==> config.mk <==
export PLATFORM = sky130hd
export DESIGN_NAME = uart_apb_bridge_flat
export DESIGN_NICKNAME = d
export VERILOG_FILES = /design/src/rtl/uart_apb_bridge_if.sv /design/src/rtl/uart_apb_bridge.sv /design/src/flat_wrapper.sv
export SDC_FILE = /design/constraint.sdc
export NUM_CORES = 1
export LEC_CHECK = 0
export ABC_CLOCK_PERIOD_IN_PS = 2029
export CORE_MARGIN = 8
export CORE_UTILIZATION = 38
export CTS_BUF_LIST = sky130_fd_sc_hd__clkbuf_2 sky130_fd_sc_hd__clkbuf_4 sky130_fd_sc_hd__clkbuf_8
export DETAILED_ROUTE_END_ITERATION = 10
export SYNTH_ARGS = -nofsm -noshare
export SYNTH_HDL_FRONTEND = slang
export SYNTH_SLANG_ARGS = --single-unit
==> constraint.sdc <==
create_clock -name clk -period 2.03 [get_ports clk]
set_input_delay 0.3045 -clock clk [delete_from_list [all_inputs] [get_ports clk]]
set_output_delay 0.3045 -clock clk [all_outputs]
set_load 0.005 [all_outputs]
==> src/rtl/uart_apb_bridge_if.sv <==
// APB signal bundle between the UART debug bridge (initiator) and the system APB.
interface uart_apb_bridge_if #(
  parameter int unsigned ADDR_W = 32
);
  logic [ADDR_W-1:0] PADDR;
  logic              PSEL;
  logic              PENABLE;
  logic              PWRITE;
  logic [31:0]       PWDATA;
  logic [31:0]       PRDATA;
  logic              PREADY;

  modport master (
    output PADDR, PSEL, PENABLE, PWRITE, PWDATA,
    input  PRDATA, PREADY
  );

  modport slave (
    input  PADDR, PSEL, PENABLE, PWRITE, PWDATA,
    output PRDATA, PREADY
  );
endinterface

==> src/rtl/uart_apb_bridge.sv <==
// UART-to-APB debug bridge: 8N1 command frames in, single APB transfers out,
// acknowledge (plus read data) returned over uart_tx.
module uart_apb_bridge #(
  parameter int unsigned DIVISOR = 415,
  parameter int unsigned ADDR_W  = 32,
  parameter int unsigned TIMEOUT = 1000000
) (
  input  logic              clk,
  input  logic              reset,
  input  logic              uart_rx,
  output logic              uart_tx,
  output logic              busy,
  uart_apb_bridge_if.master apb
);

  localparam int unsigned CNT_W = (DIVISOR < 1) ? 1 : $clog2(DIVISOR + 1);
  localparam int unsigned TO_W  = $clog2(TIMEOUT + 1);
  localparam logic [CNT_W-1:0] BIT_LAST  = CNT_W'(DIVISOR);
  localparam logic [CNT_W-1:0] HALF_LAST = CNT_W'((DIVISOR + 1) / 2 - 1);
  localparam logic [TO_W-1:0]  TO_LAST   = TO_W'(TIMEOUT - 1);

  // ---------------- receiver ----------------
  typedef enum logic [2:0] {RxIdle, RxStart, RxData, RxStop, RxBreak} rx_state_e;

  rx_state_e        rx_state_q;
  logic             rx_meta_q, rx_sync_q;
  logic [CNT_W-1:0] rx_cnt_q;
  logic [2:0]       rx_bit_q;
  logic [7:0]       rx_shift_q;
  logic             rx_valid_q, rx_ferr_q;

  always_ff @(posedge clk) begin
    if (reset) begin
      rx_state_q <= RxIdle;
      rx_meta_q  <= 1'b1;
      rx_sync_q  <= 1'b1;
      rx_cnt_q   <= '0;
      rx_bit_q   <= '0;
      rx_shift_q <= '0;
      rx_valid_q <= 1'b0;
      rx_ferr_q  <= 1'b0;
    end else begin
      rx_meta_q  <= uart_rx;
      rx_sync_q  <= rx_meta_q;
      rx_valid_q <= 1'b0;
      rx_ferr_q  <= 1'b0;
      unique case (rx_state_q)
        RxIdle: begin
          if (!rx_sync_q) begin
            rx_state_q <= RxStart;
            rx_cnt_q   <= '0;
          end
        end
        RxStart: begin
          if (rx_cnt_q == HALF_LAST) begin
            rx_cnt_q   <= '0;
            rx_bit_q   <= '0;
            rx_state_q <= rx_sync_q ? RxIdle : RxData;
          end else begin
            rx_cnt_q <= rx_cnt_q + CNT_W'(1);
          end
        end
        RxData: begin
          if (rx_cnt_q == BIT_LAST) begin
            rx_cnt_q   <= '0;
            rx_shift_q <= {rx_sync_q, rx_shift_q[7:1]};
            rx_bit_q   <= rx_bit_q + 3'd1;
            if (rx_bit_q == 3'd7) rx_state_q <= RxStop;
          end else begin
            rx_cnt_q <= rx_cnt_q + CNT_W'(1);
          end
        end
        RxStop: begin
          if (rx_cnt_q == BIT_LAST) begin
            rx_cnt_q <= '0;
            if (rx_sync_q) begin
              rx_valid_q <= 1'b1;
              rx_state_q <= RxIdle;
            end else begin
              rx_ferr_q  <= 1'b1;
              rx_state_q <= RxBreak;
            end
          end else begin
            rx_cnt_q <= rx_cnt_q + CNT_W'(1);
          end
        end
        // After a framing error the line may still be low; wait for a mark so the
        // tail of the bad character is not mistaken for a new start bit.
        RxBreak: begin
          if (rx_sync_q) rx_state_q <= RxIdle;
        end
        default: rx_state_q <= RxIdle;
      endcase
    end
  end

  // ---------------- parser, APB initiator and transmitter ----------------
  typedef enum logic [2:0] {StIdle, StAddr, StData, StSetup, StAccess, StResp} state_e;

  state_e            state_q;
  logic              cmd_write_q;
  logic [1:0]        byte_cnt_q;
  logic [31:0]       addr_q, wdata_q;
  logic [TO_W-1:0]   to_cnt_q;
  logic [39:0]       resp_q;
  logic [2:0]        resp_left_q;
  logic              tx_active_q;
  logic [3:0]        tx_bit_q;
  logic [CNT_W-1:0]  tx_cnt_q;
  logic [7:0]        tx_byte_q;
  logic              tx_q;
  logic              psel_q, penable_q, pwrite_q, busy_q;
  logic [ADDR_W-1:0] paddr_q;
  logic [31:0]       pwdata_q;

  logic [31:0] addr_next, wdata_next;
  logic        tx_bit_end, tx_byte_end;

  assign addr_next   = {rx_shift_q, addr_q[31:8]};
  assign wdata_next  = {rx_shift_q, wdata_q[31:8]};
  assign tx_bit_end  = (tx_cnt_q == BIT_LAST);
  assign tx_byte_end = tx_active_q && tx_bit_end && (tx_bit_q == 4'd9);

  always_ff @(posedge clk) begin
    if (reset) begin
      state_q     <= StIdle;
      cmd_write_q <= 1'b0;
      byte_cnt_q  <= '0;
      addr_q      <= '0;
      wdata_q     <= '0;
      to_cnt_q    <= '0;
      resp_q      <= '0;
      resp_left_q <= '0;
      tx_active_q <= 1'b0;
      tx_bit_q    <= '0;
      tx_cnt_q    <= '0;
      tx_byte_q   <= '0;
      tx_q        <= 1'b1;
      psel_q      <= 1'b0;
      penable_q   <= 1'b0;
      pwrite_q    <= 1'b0;
      paddr_q     <= '0;
      pwdata_q    <= '0;
      busy_q      <= 1'b0;
    end else begin
      unique case (state_q)
        StIdle: begin
          to_cnt_q <= '0;
          if (rx_valid_q) begin
            busy_q <= 1'b1;
            if (rx_shift_q == 8'h57 || rx_shift_q == 8'h52) begin
              cmd_write_q <= (rx_shift_q == 8'h57);
              byte_cnt_q  <= '0;
              state_q     <= StAddr;
            end else begin
              resp_q      <= {32'h0, 8'h3F};
              resp_left_q <= 3'd1;
              state_q     <= StResp;
            end
          end
        end
        StAddr: begin
          if (rx_ferr_q || (!rx_valid_q && to_cnt_q == TO_LAST)) begin
            busy_q  <= 1'b0;
            state_q <= StIdle;
          end else if (rx_valid_q) begin
            to_cnt_q   <= '0;
            addr_q     <= addr_next;
            byte_cnt_q <= byte_cnt_q + 2'd1;
            if (byte_cnt_q == 2'd3) begin
              if (cmd_write_q) begin
                state_q <= StData;
              end else begin
                psel_q   <= 1'b1;
                paddr_q  <= addr_next[ADDR_W-1:0];
                pwrite_q <= 1'b0;
                state_q  <= StSetup;
              end
            end
          end else begin
            to_cnt_q <= to_cnt_q + TO_W'(1);
          end
        end
        StData: begin
          if (rx_ferr_q || (!rx_valid_q && to_cnt_q == TO_LAST)) begin
            busy_q  <= 1'b0;
            state_q <= StIdle;
          end else if (rx_valid_q) begin
            to_cnt_q   <= '0;
            wdata_q    <= wdata_next;
            byte_cnt_q <= byte_cnt_q + 2'd1;
            if (byte_cnt_q == 2'd3) begin
              psel_q   <= 1'b1;
              paddr_q  <= addr_q[ADDR_W-1:0];
              pwrite_q <= 1'b1;
              pwdata_q <= wdata_next;
              state_q  <= StSetup;
            end
          end else begin
            to_cnt_q <= to_cnt_q + TO_W'(1);
          end
        end
        StSetup: begin
          penable_q <= 1'b1;
          state_q   <= StAccess;
        end
        StAccess: begin
          if (apb.PREADY) begin
            psel_q    <= 1'b0;
            penable_q <= 1'b0;
            state_q   <= StResp;
            if (pwrite_q) begin
              resp_q      <= {32'h0, 8'h4B};
              resp_left_q <= 3'd1;
            end else begin
              resp_q      <= {apb.PRDATA, 8'h4B};
              resp_left_q <= 3'd5;
            end
          end
        end
        StResp: begin
          // The next byte loads on the last stop-bit cycle so bytes go out back-to-back.
          if (!tx_active_q || tx_byte_end) begin
            if (resp_left_q != 3'd0) begin
              tx_active_q <= 1'b1;
              tx_byte_q   <= resp_q[7:0];
              resp_q      <= {8'h0, resp_q[39:8]};
              resp_left_q <= resp_left_q - 3'd1;
              tx_bit_q    <= '0;
              tx_cnt_q    <= '0;
              tx_q        <= 1'b0;
            end else begin
              tx_active_q <= 1'b0;
              tx_q        <= 1'b1;
              busy_q      <= 1'b0;
              state_q     <= StIdle;
            end
          end else if (tx_bit_end) begin
            tx_cnt_q <= '0;
            tx_bit_q <= tx_bit_q + 4'd1;
            tx_q     <= (tx_bit_q == 4'd8) ? 1'b1 : tx_byte_q[tx_bit_q[2:0]];
          end else begin
            tx_cnt_q <= tx_cnt_q + CNT_W'(1);
          end
        end
        default: state_q <= StIdle;
      endcase
    end
  end

  assign uart_tx     = tx_q;
  assign busy        = busy_q;
  assign apb.PADDR   = paddr_q;
  assign apb.PSEL    = psel_q;
  assign apb.PENABLE = penable_q;
  assign apb.PWRITE  = pwrite_q;
  assign apb.PWDATA  = pwdata_q;

endmodule

==> src/flat_wrapper.sv <==
// flat-port wrapper written by rule: the top's interface ports become plain ports
module uart_apb_bridge_flat 
#(
  parameter int unsigned DIVISOR = 415,
  parameter int unsigned ADDR_W  = 32,
  parameter int unsigned TIMEOUT = 1000000
)
  (clk, reset, uart_rx, uart_tx, busy, apb_PADDR, apb_PSEL, apb_PENABLE, apb_PWRITE, apb_PWDATA, apb_PRDATA, apb_PREADY);
  uart_apb_bridge_if #(.ADDR_W(ADDR_W)) apb_i ();
  input  logic clk;
  input  logic reset;
  input  logic uart_rx;
  output logic uart_tx;
  output logic busy;
  output wire logic [$bits(apb_i.PADDR)-1:0] apb_PADDR;
  output wire logic [$bits(apb_i.PSEL)-1:0] apb_PSEL;
  output wire logic [$bits(apb_i.PENABLE)-1:0] apb_PENABLE;
  output wire logic [$bits(apb_i.PWRITE)-1:0] apb_PWRITE;
  output wire logic [$bits(apb_i.PWDATA)-1:0] apb_PWDATA;
  input wire logic [$bits(apb_i.PRDATA)-1:0] apb_PRDATA;
  input wire logic [$bits(apb_i.PREADY)-1:0] apb_PREADY;
  assign apb_PADDR = apb_i.PADDR;
  assign apb_PSEL = apb_i.PSEL;
  assign apb_PENABLE = apb_i.PENABLE;
  assign apb_PWRITE = apb_i.PWRITE;
  assign apb_PWDATA = apb_i.PWDATA;
  assign apb_i.PRDATA = apb_PRDATA;
  assign apb_i.PREADY = apb_PREADY;
  uart_apb_bridge #(.DIVISOR(DIVISOR), .ADDR_W(ADDR_W), .TIMEOUT(TIMEOUT)) u_core (.clk(clk), .reset(reset), .uart_rx(uart_rx), .uart_tx(uart_tx), .busy(busy), .apb(apb_i));
endmodule
# Word level (Yosys, flattened, before mapping)
# Cells that the tools add are included.
[classes]
n_addsub = 7
n_lt_le_gt_ge = 1
eq_ne = 47
n_mux = 94
bitwise = 3
n_reduce_logical = 44
[ops]
columns = ["op", "count"]
rows = [
  ["2-to-1 mux 40 bit", 6],
  ["2-to-1 mux 32 bit", 7],
  ["case mux 40 bit (3 select lines)", 1],
  ["2-to-1 mux 3 bit", 26],
  ["case mux 32 bit (2 select lines)", 1],
  ["2-to-1 mux 9 bit", 6],
  ["2-to-1 mux 20 bit", 2],
  ["case mux 20 bit (2 select lines)", 1],
  ["!= test 2 x 1 -> 1 bit (second input constant)", 15],
  ["case mux 9 bit (3 select lines)", 1],
  ["2-to-1 mux 1 bit", 25],
  ["adder 20 x 1 -> 20 bit (second input constant)", 1],
  ["equality test 20 bit (second input constant)", 1],
  ["adder 9 x 1 -> 9 bit (second input constant)", 2],
  ["equality test 9 bit (second input constant)", 2],
  ["!= test 2 bit (second input constant)", 9],
  ["case mux 3 bit (6 select lines)", 1],
  ["AND reduction 3 bit", 6],
  ["equality test 8 x 7 -> 1 bit (second input constant)", 2],
  ["AND reduction 8 bit", 2],
  ["case mux 3 bit (5 select lines)", 1],
  ["nonzero test 3 bit", 5],
  ["AND reduction 2 bit", 7],
  ["equality test 3 x 2 -> 1 bit (second input constant)", 4],
  ["other kinds (31)", 62],
]
[totals]
register_bits = 251
inputBits = 36
output_inout_bits = 69
elab_cells = 223

# Logic depth before layout (Yosys ltp)
# Gate-level depths: netlist of the first run.
[logic_depth]
ltp_word = 6
depth_mapped = 10
depth_no_buf = 8

# Worst setup path before layout of the first run
# No wires, ideal clock.
[synth_timing]
path_type = "flip-flop to flip-flop"
start = "reg u_core.tx_cnt_q[0]"
end = "reg u_core.resp_q[2]"
setup_time_ps = 132
t_arrival_ps = 1891
t_required_ps = 1898
slack_ps = 6
stages_incl_launch_ff = 10
synth_period_minus_slack_ps = 2024
path_cell_list = "dfxtp_1 -> ha_1 -> nand4_1 -> o41ai_4 -> nand4_4 -> o31a_1 -> buf_2 -> buf_2 -> nand2_1 -> a21oi_1"
[synth_between]
elab_chain_len = 6
[synth_rtl]
columns = ["item", "line", "rtl"]
rows = [
  ["start, declared", "uart_apb_bridge.sv:109", "logic [CNT_W-1:0] tx_cnt_q;"],
  ["start signal, assigned", "uart_apb_bridge.sv:243", "tx_cnt_q <= tx_cnt_q + CNT_W'(1);"],
  ["equality test 9 bit", "uart_apb_bridge.sv:121", "assign tx_bit_end = (tx_cnt_q == BIT_LAST);"],
  ["logical AND 1 bit (2 in series)", "uart_apb_bridge.sv:122", "assign tx_byte_end = tx_active_q && tx_bit_end && (tx_bit_q == 4'd9);"],
  ["logical OR 1 bit", "uart_apb_bridge.sv:223", "if (!tx_active_q || tx_byte_end) begin"],
  ["!= test 2 x 1 -> 1 bit (no source line)", "-", ""],
  ["AND reduction 6 bit (no source line)", "-", ""],
  ["end signal, assigned", "uart_apb_bridge.sv:213", "resp_q <= {32'h0, 8'h4B};"],
  ["end signal, assigned", "uart_apb_bridge.sv:216", "resp_q <= {apb.PRDATA, 8'h4B};"],
  ["end signal, assigned", "uart_apb_bridge.sv:227", "resp_q <= {8'h0, resp_q[39:8]};"],
  ["end, declared", "uart_apb_bridge.sv:105", "logic [39:0] resp_q;"],
]
# No other way between the ends.
# A chain may end at the register's enable or synchronous reset.

# Worst setup path in the final report of the first run
[layout_timing]
start = "reg u_core.tx_cnt_q[1]"
end = "reg u_core.resp_q[20]"
# The elaborated chain is that of the path after synthesis.

==> flow_summary.ini, run 1 <==
[status]
outcome = complete, no violations

[cells_and_area]
seq_area_mm2 = 0.00487
fillers = 2523
antenna_cells = 0
areaGrowthSynthToFinish_pct = 28.5
stdcell_count = 1684
final_core_util_pct = 49.8
finalInstanceArea_mm2 = 0.0130
multiInputGateArea_mm2 = 0.00491
drive_gt1_share_pct = 14.6
nets = 1366

[floorplanning]
initial_core_util_pct = 38.7
die_h_um = 179
row_count = 59
core_mm2 = 0.0261
die-area_mm2 = 0.0320
die_w_um = 179
io-pin-count = 105

[pwr]
ir_drop_v = 0.000586
clockPowerShare_pct = 37.6
swShare_pct = 28.2
power_density_mw_per_mm2 = 971
p_leak_nw = 4.36
seqPwrFrac_pct = 42.2
combPwrFrac_pct = 20.2
p_int_mw = 9.05
p_sw_mw = 3.55
total_power_mw = 12.6

[timing]
skew_ns = 0.0298
fmax_ghz = 0.520
final_hold_viol_count = 0
slew_headroom_pct = 67.8
timing.final.crit_share_pct = 94.8
setup_viol = 0
maxSlewViolCount = 0
post-route-min-period_ns = 1.92
whs_ns = 0.0999
tightest_slew_ns = 0.483

[critical_path]
crit_arrival_ns = 2.40
critical_path_required_ns = 2.50
end_kind = register
crit_slowest_cell = dfxtp_2
cp-start-kind = register
critical_path.max_fanout = 8
path_cells = ha_2 -> nand4_1 -> o41ai_4 -> buf_4 -> nand4_4 -> buf_6 -> o31ai_4 -> buf_12 -> clkbuf_16 -> nor2_1 -> nor3_1
cpPeakStageDelay_ns = 0.33
crit_type = reg2reg
cp_top_family = buffers and inverters
worst-path-buf-inv = 4

[yosys]
synth-seq-cells = 243
yosys_warnings = 0
synth_edf_count = 0
syn_area_mm2 = 0.0101
ys_async_sr_fraction_pct = 0
yosysMostFrequentCell = dfxtp_1
synth_common_cells = dfxtp_1, nand2_1, a21oi_1
synth_ff_type = dfxtp_1
synth_area_leaders = dfxtp_1, nand2_1, a21oi_1
yosysTopAreaCell = dfxtp_1
synthSimpleGateAreaFrac_pct = 22.6
yosys.area.top_type_share_pct = 48.2
synth_fa_ha_area_share_pct = 1.46
synth_compound_area_share_pct = 16.5
yosysSeqAreaShare_pct = 48.2
synthMuxAreaShare_pct = 4.71
syn_nets = 1230
synth_top_family_by_area = simple AND/OR/NAND/NOR gates
syn_avg_cell_area_um2 = 8.54
synth.distinct_cells = 73
syn_inst = 1183
synth_xor_area_share_pct = 2.52

[global_route]
first_global_vias = 8073
antenna_found_initial = 0
overflow = 0
grt_pass1_wl_um = 40300
grt_max_degree = 77
gr-usage-all-layers_pct = 15.1

[routing]
drt-total-wl_um = 24600
ant_nets = 0
viasPerCell = 5.05
dr_total_vias = 8511
drtIter0Drc = 479
routedWlPerCell_um = 14.6
route.detailed.drc = 0
drtPass1Iterations = 4

[min_path]
hp-class = in2reg

[clocking]
cts_tree = done
clockRootBuffer = clkbuf_8
clkLatencyLatePin_ns = 0.55
cts_sinks = 243
htreeDepth = 2
clkTransAtPathRegs_ns = 0.06
clock_path_buffers = 3
cts-buffers-inserted = 43

[placed_design]
dp_hpwl_um = 16200
gp_routability_congestion = 0.809
dpl_cell_area_mm2 = 0.0119
place_inst = 1602
io_buffers = 104

[job]
cap_viol_max_count = 0
==> state kept, by name, summed over array words and instances, names as in the netlist, 2 cells and up <==
signal,count
u_core.addr_q,32
u_core.apb.PADDR,32
u_core.apb.PWDATA,32
u_core.byte_cnt_q,2
u_core.resp_left_q,3
u_core.resp_q,40
u_core.rx_bit_q,3
u_core.rx_cnt_q,9
u_core.rx_shift_q,8
u_core.rx_state_q,3
u_core.state_q,3
u_core.to_cnt_q,20
u_core.tx_bit_q,4
u_core.tx_byte_q,8
u_core.tx_cnt_q,9
u_core.wdata_q,24
==> power by group through the flow <==
stage          combinational (mW)  sequential [mW]  clock (mW)
2_1_floorplan                1.52             5.34           0
3_3_place_gp                 2.20             5.41           0
3_5_place_dp                 2.21             5.41           0
4_1_cts                      2.23             5.31        4.89
5_1_grt                      2.80             5.34        5.12
6_report                     2.55             5.31        4.73
==> cell families (layout without fill, tap and decap cells) <==
kind of cell               count (synthesis)  in the layout
muxes                                     45             45
adders and majority gates                 12             12
and+or+nand+nor                          509            509
buffers and inverters                     97            263
AOI/OAI and AO/OA                        248            248
xor gates and xnor gates                  29             29
DFF                                      243            243
==> worst register-to-register path: stages (launching register included) <==
cell and delay (ns):
dfxtp_2 0.33, ha_2 0.17, nand4_1 0.12, o41ai_4 0.22, buf_4 0.20, nand4_4 0.08
buf_6 0.14, o31ai_4 0.06, buf_12 0.19, clkbuf_16 0.15, nor2_1 0.04, nor3_1 0.16
==> metrics by stage <==
| stage | TNS, ns | setup slack (ns) |
|---|---|---|
| after floorplan | 0 | 0.00631 |
| after global placement | 0 | 0.0351 |
| after detailed placement | -0.00420 | -0.00420 |
| after CTS | 0 | 0.00200 |
| after global routing | -0.0110 | -0.0110 |
| final | 0 | 0.106 |
==> layout make-up <==
type                       count  share of cell area (%)
clock buffer                  72                    6.91
clock inverter                 3                   0.164
inverter                      14                   0.405
multi-input combinational    843                    37.8
sequential                   243                    37.5
tap                          335                    3.23
timing repair buffer         174                    14.0
==> final timing paths <==
kind / start / to / slack (ns) / cells after the start
worst min register to register: u_core.resp_q[5] / u_core.tx_byte_q[5] / 0.45 / 2
worst max-delay path: u_core.tx_cnt_q[1] / u_core.resp_q[20] / 0.11 / 11
worst min-delay path: reset / u_core.tx_bit_q[0] / 0.1 / 2
worst max register to register: u_core.tx_cnt_q[1] / u_core.resp_q[20] / 0.11 / 11
==> metal layers <==
| metal | wire length (µm) | GRT usage [%] | up-vias |
|---|---|---|---|
| met4 | 482 | 5.20 | 0 |
| met3 | 1430 | 3.73 | 41 |
| met5 | 0 | 0 | - |
| met2 | 11400 | 23.8 | 152 |
| li1 | - | - | 4382 |
| met1 | 11400 | 19.7 | 3936 |
==> placed cells by master, fill, tap and decap left out, types with 4 or more instances in the layout <==
cell / count
nand2b_1: 8
and3_1: 6
a21oi_1: 137
or3_1: 4
xnor2_1: 8
a22oi_1: 4
xor2_1: 21
a211oi_1: 34
buf_4: 49
buf_12: 14
inv_1: 13
nand3_1: 22
a221oi_1: 7
clkdlybuf4s50_1: 103
and4_1: 5
clkbuf_8: 57
nand2_1: 231
nor2_1: 134
nor3_1: 35
mux2i_1: 43
a221oi_2: 17
clkbuf_4: 15
o31ai_1: 4
o21ai_0: 13
buf_6: 5
dfxtp_1: 240
nor2b_1: 7
nand4_1: 17
ha_1: 9
==> what timing repair did <==
action                                 CTS  global route
setup buffers                            1             2
hold buffers                             0             0
endpoints found under the hold margin    0             0
setup endpoints to repair                1            46
pin swaps                                1             6
cloned                                   0             4
gates resized for setup                  0            14
No activity file was read; power rests on OpenSTA's default activity.
==> run 2: changes to the inputs <==
--- a/config.mk
+++ b/config.mk
@@ -5,7 +5,7 @@
 export SDC_FILE = /design/constraint.sdc
 export NUM_CORES = 1
 export LEC_CHECK = 0
-export ABC_CLOCK_PERIOD_IN_PS = 2029
+export ABC_CLOCK_PERIOD_IN_PS = 2200
 export CORE_MARGIN = 8
 export CORE_UTILIZATION = 38
 export CTS_BUF_LIST = sky130_fd_sc_hd__clkbuf_2 sky130_fd_sc_hd__clkbuf_4 sky130_fd_sc_hd__clkbuf_8
==> constraint.sdc (replaced) <==
create_clock -name clk -period 2.2 [get_ports clk]
set_input_delay 0.33 -clock clk [delete_from_list [all_inputs] [get_ports clk]]
set_output_delay 0.33 -clock clk [all_outputs]
set_load 0.005 [all_outputs]
==> run 2 against run 1 <==
Net effect:
- fmax shrank 6.0%
- clock power decreased by 6.8%
- worst hold slack better by 0.12 ns
- clock skew decreased by 0.018 ns
- sequential power is 7.3% lower
- sequential share of layout area grew 0.87 points
- die area did not move
- register-to-register slack improved by 0.05 ns
- count of clock-buffer cells in the layout fell by 8
- setup slack better by 0.047 ns
- power decreased by 10%
- first-iteration DRC count increased by 16%
- critical path type unchanged
- critical endpoint is now u_core.state_q[0]
==> flow_summary.ini, run 2 (synthesized netlist as in run 1, its figures left out) <==
[placed_design]
gp_routability_congestion = 0.779
io_buffers = 104
dp_hpwl_um = 16200
dpl_cell_area_mm2 = 0.0117

[clocking]
clkLatencyLatePin_ns = 0.53
clock_path_buffers = 3
clockRootBuffer = clkbuf_8
clkTransAtPathRegs_ns = 0.06
cts_hold_buf = 0
cts_tree = done
cts-buffers-inserted = 43
htreeDepth = 2
cts_sinks = 243

[cells_and_area]
mostFrequentLayoutCells = dfxtp_1, nand2_1, a21oi_1
final_core_util_pct = 48.6
final_common_cell = dfxtp_1
finalInstanceArea_mm2 = 0.0127
areaGrowthSynthToFinish_pct = 25.5
largest_reg_flops = 40
top_register = u_core.resp_q
nets = 1350
drive_gt1_share_pct = 12.8

[min_path]
hold_depth = 2
hold_path_end = u_core.apb.PSEL
hp-start = reset
hp-class = in2reg

[critical_path]
critical_path_required_ns = 2.67
r2r_slack_ns = 0.15
end_kind = register
crit_type = reg2reg
r2r_end = u_core.state_q[0]
critical_path.max_fanout = 5
reg2reg_from = u_core.tx_cnt_q[0]
cp-start-kind = register
crit_arrival_ns = 2.51
startpoint = u_core.tx_cnt_q[0]
r2r_cells = 7

[routing]
drt-total-wl_um = 24500
drtIter0Drc = 558
drtPass1Iterations = 5
ant_nets = 0
route.detailed.drc = 0
dr_total_vias = 8467
routedWlPerCell_um = 14.7
viasPerCell = 5.08

[job]
cap_viol_max_count = 0

[global_route]
overflow = 0
grt_pass1_wl_um = 40900
first_global_vias = 8139
gr-usage-all-layers_pct = 15.2
antenna_found_initial = 0
grt_max_degree = 67

[timing]
fmax_ghz = 0.489
setup_tns_ns = 0
tightest_slew_ns = 0.510
maxSlewViolCount = 0
setup_viol = 0
skew_ns = 0.0117
final_hold_viol_count = 0
timing.final.crit_share_pct = 93.0
post-route-min-period_ns = 2.05
slew_headroom_pct = 66.0
grt_setup_unrepaired = no

[floorplanning]
initial_core_util_pct = 38.7
die-area_mm2 = 0.0320
core_mm2 = 0.0261
die_h_um = 179
die_w_um = 179
io-pin-count = 105
row_count = 59

[pwr]
ir_drop_v = 0.000600
power_density_mw_per_mm2 = 892
p_leak_nw = 4.23

[status]
outcome = complete, no violations
## run 2: where the power goes
part	switching, mW	internal, mW	total (mW)
clock	1.81	2.60	4.41
combinational	1.15	0.824	1.97
sequential	0.217	4.70	4.92
total	3.17	8.13	11.3
## run 2: metrics by stage
stage          setup slack [ns]  hold slack, ns  power (mW)  cells
6_report                  0.153           0.219        11.3   1666
4_1_cts                   0.138           0.176        11.4   1665
2_1_floorplan             0.176           0.389        6.33   1183
3_3_place_gp              0.115           0.435        6.92   1593
5_1_grt                  0.0128           0.199        11.9   1665
3_5_place_dp             0.0649           0.430        6.95   1593
## run 2: how the worst max path moves through the flow
stage / to / slack [ns] / cells past startpoint
final: u_core.state_q[0] / 0.15 / 7
after floorplan: u_core.resp_q[2] / 0.18 / 9
after global routing: u_core.resp_q[14] / 0.01 / 8
after global placement: u_core.resp_q[37] / 0.11 / 6
after detailed placement: u_core.resp_q[27] / 0.06 / 6
after CTS: u_core.state_q[0] / 0.14 / 7
## run 2: layout make-up
type                    instances  area (µm²)
diodes                          1        2.50
clock buffers                  64         818
clock inverters                 8        96.3
fillers                      2507       13400
inverters                      14        52.6
multi-input cells             843        4880
flip-flops and latches        243        4860
well taps                     335         419
repair buffers                158        1540
## run 2: routing by layer
metal	GRT usage, %	part of all wire [%]	up-vias
met4	4.58	1.7	0
met1	19.7	46	3917
met3	3.73	5.8	38
met5	0	0	-
li1	-	-	4333
met2	24.6	46	179
## run 2: repair_timing
action,in CTS,in global routing
endpoints found under the setup margin,0,2
resized for setup,0,3
setup buffers,0,0
## run 2: worst max-delay path: stages (launching register included)
cell and delay, ns:
dfxtp_1 0.34, ha_1 0.16, nand4_1 0.15, o41ai_4 0.34, a31oi_1 0.16, buf_4 0.18
or4b_4 0.51, a21oi_2 0.14
==> run 3: changes to the inputs <==
--- a/config.mk
+++ b/config.mk
@@ -13,3 +13,4 @@
 export SYNTH_ARGS = -nofsm -noshare
 export SYNTH_HDL_FRONTEND = slang
 export SYNTH_SLANG_ARGS = --single-unit
+export TNS_END_PERCENT = 10
==> run 3 against run 2 <==
Net effect:
- register-to-register slack worse by 0.03 ns
- setup slack worse by 0.029 ns
- critical path type unchanged
- wire length down 0.11%
- cell count unchanged
- fmax down 1.4%
- non-clock buffer count unchanged
==> flow_summary.ini, run 3 (synthesized netlist as in run 1, its figures left out) <==
[timing]
tightest_slew_ns = 0.519
skew_ns = 0.0114
fmax_ghz = 0.482
setup_viol = 0
slew_headroom_pct = 65.4
grt_setup_unrepaired = yes
maxSlewViolCount = 0
timing.final.crit_share_pct = 94.4
setup_ws_ns = 0.124
post-route-min-period_ns = 2.08
final_hold_viol_count = 0

[clocking]
clockRootBuffer = clkbuf_8
cts_hold_buf = 0
clkTransAtPathRegs_ns = 0.06
cts_tree = done
clock_path_buffers = 3
cts_setup_buffers = 0
clkLatencyLatePin_ns = 0.53
cts-buffers-inserted = 43
cts_sinks = 243
htreeDepth = 2
cts_resized = 0

[floorplanning]
die-area_mm2 = 0.0320
die_h_um = 179
initial_core_util_pct = 38.7
die_w_um = 179
io-pin-count = 105
core_mm2 = 0.0261
row_count = 59

[critical_path]
crit_arrival_ns = 2.54
cp-start-kind = register
crit_type = reg2reg
critical_path.max_fanout = 5
critical_path_required_ns = 2.67
end_kind = register

[cells_and_area]
seq_area_mm2 = 0.00486
largest_reg_flops = 40
top_register = u_core.resp_q
stdcell_count = 1666
mostFrequentLayoutCells = dfxtp_1, nand2_1, a21oi_1
final_common_cell = dfxtp_1
fillers = 2509
finalInstanceArea_mm2 = 0.0127
areaGrowthSynthToFinish_pct = 25.5
nets = 1350
multiInputGateArea_mm2 = 0.00488
final_core_util_pct = 48.6
drive_gt1_share_pct = 12.7

[pwr]
ir_drop_v = 0.000599
power_density_mw_per_mm2 = 891
p_leak_nw = 4.22

[global_route]
first_global_vias = 8139
grt_pass1_wl_um = 40900
antenna_found_initial = 0
grt_max_degree = 67
overflow = 0
gr-usage-all-layers_pct = 15.2

[routing]
routedWlPerCell_um = 14.7
route.detailed.drc = 0
drtPass1Iterations = 5
dr_total_vias = 8475
ant_nets = 0
drtIter0Drc = 536
viasPerCell = 5.09
drt-total-wl_um = 24500

[placed_design]
pre_cts_slack_ns = 0.0649
gp_routability_congestion = 0.779
dp_hpwl_um = 16200
place_inst = 1593
io_buffers = 104
dpl_cell_area_mm2 = 0.0117

[min_path]
hp-class = in2reg

[status]
outcome = complete, no violations

[job]
cap_viol_max_count = 0
[run 3: final cells by class]
| cell class | count | share of cell area (%) |
|---|---|---|
| Antenna cell | 1 | 0.0198 |
| Clock buffer | 64 | 6.46 |
| Clock inverter | 8 | 0.761 |
| Inverter | 14 | 0.415 |
| Multi-Input combinational cell | 843 | 38.5 |
| Sequential cell | 243 | 38.4 |
| Tap cell | 335 | 3.31 |
| Timing Repair Buffer | 158 | 12.1 |
[run 3: power by group]
group	switching, mW	internal (mW)
clock network	1.81	2.60
logic	1.15	0.816
registers	0.216	4.70
total	3.17	8.12
[run 3: final timing paths]
path	slack, ns	start	cells after the start	end
worst min-delay path	0.23	reset	2	u_core.rx_shift_q[2]
worst max-delay path	0.12	u_core.tx_cnt_q[0]	7	u_core.state_q[0]
worst max register to register	0.12	u_core.tx_cnt_q[0]	7	u_core.state_q[0]
worst min register to register	0.44	u_core.rx_meta_q	1	u_core.rx_sync_q
[run 3: through the flow]
step                hold slack [ns]  power [mW]  TNS, ns
finish                        0.226        11.3        0
global route                  0.199        11.9  -0.0148
CTS                           0.176        11.4        0
detailed placement            0.430        6.95        0
global placement              0.435        6.92        0
floorplan                     0.389        6.33        0
[run 3: metal layers]
metal | GRT usage, % | routed length, µm | vias up
li1 | - | - | 4340
met1 | 19.7 | 11300 | 3920
met2 | 24.6 | 11300 | 177
met3 | 3.73 | 1380 | 38
met4 | 4.58 | 419 | 0
met5 | 0 | 0 | -
[run 3: critical path: stages, from the launching register on]
cell     delay [ns]
dfxtp_1        0.34
ha_1           0.16
nand4_1        0.15
o41ai_4        0.34
a31oi_1        0.16
buf_4          0.18
or4b_1         0.53
a21oi_2        0.14
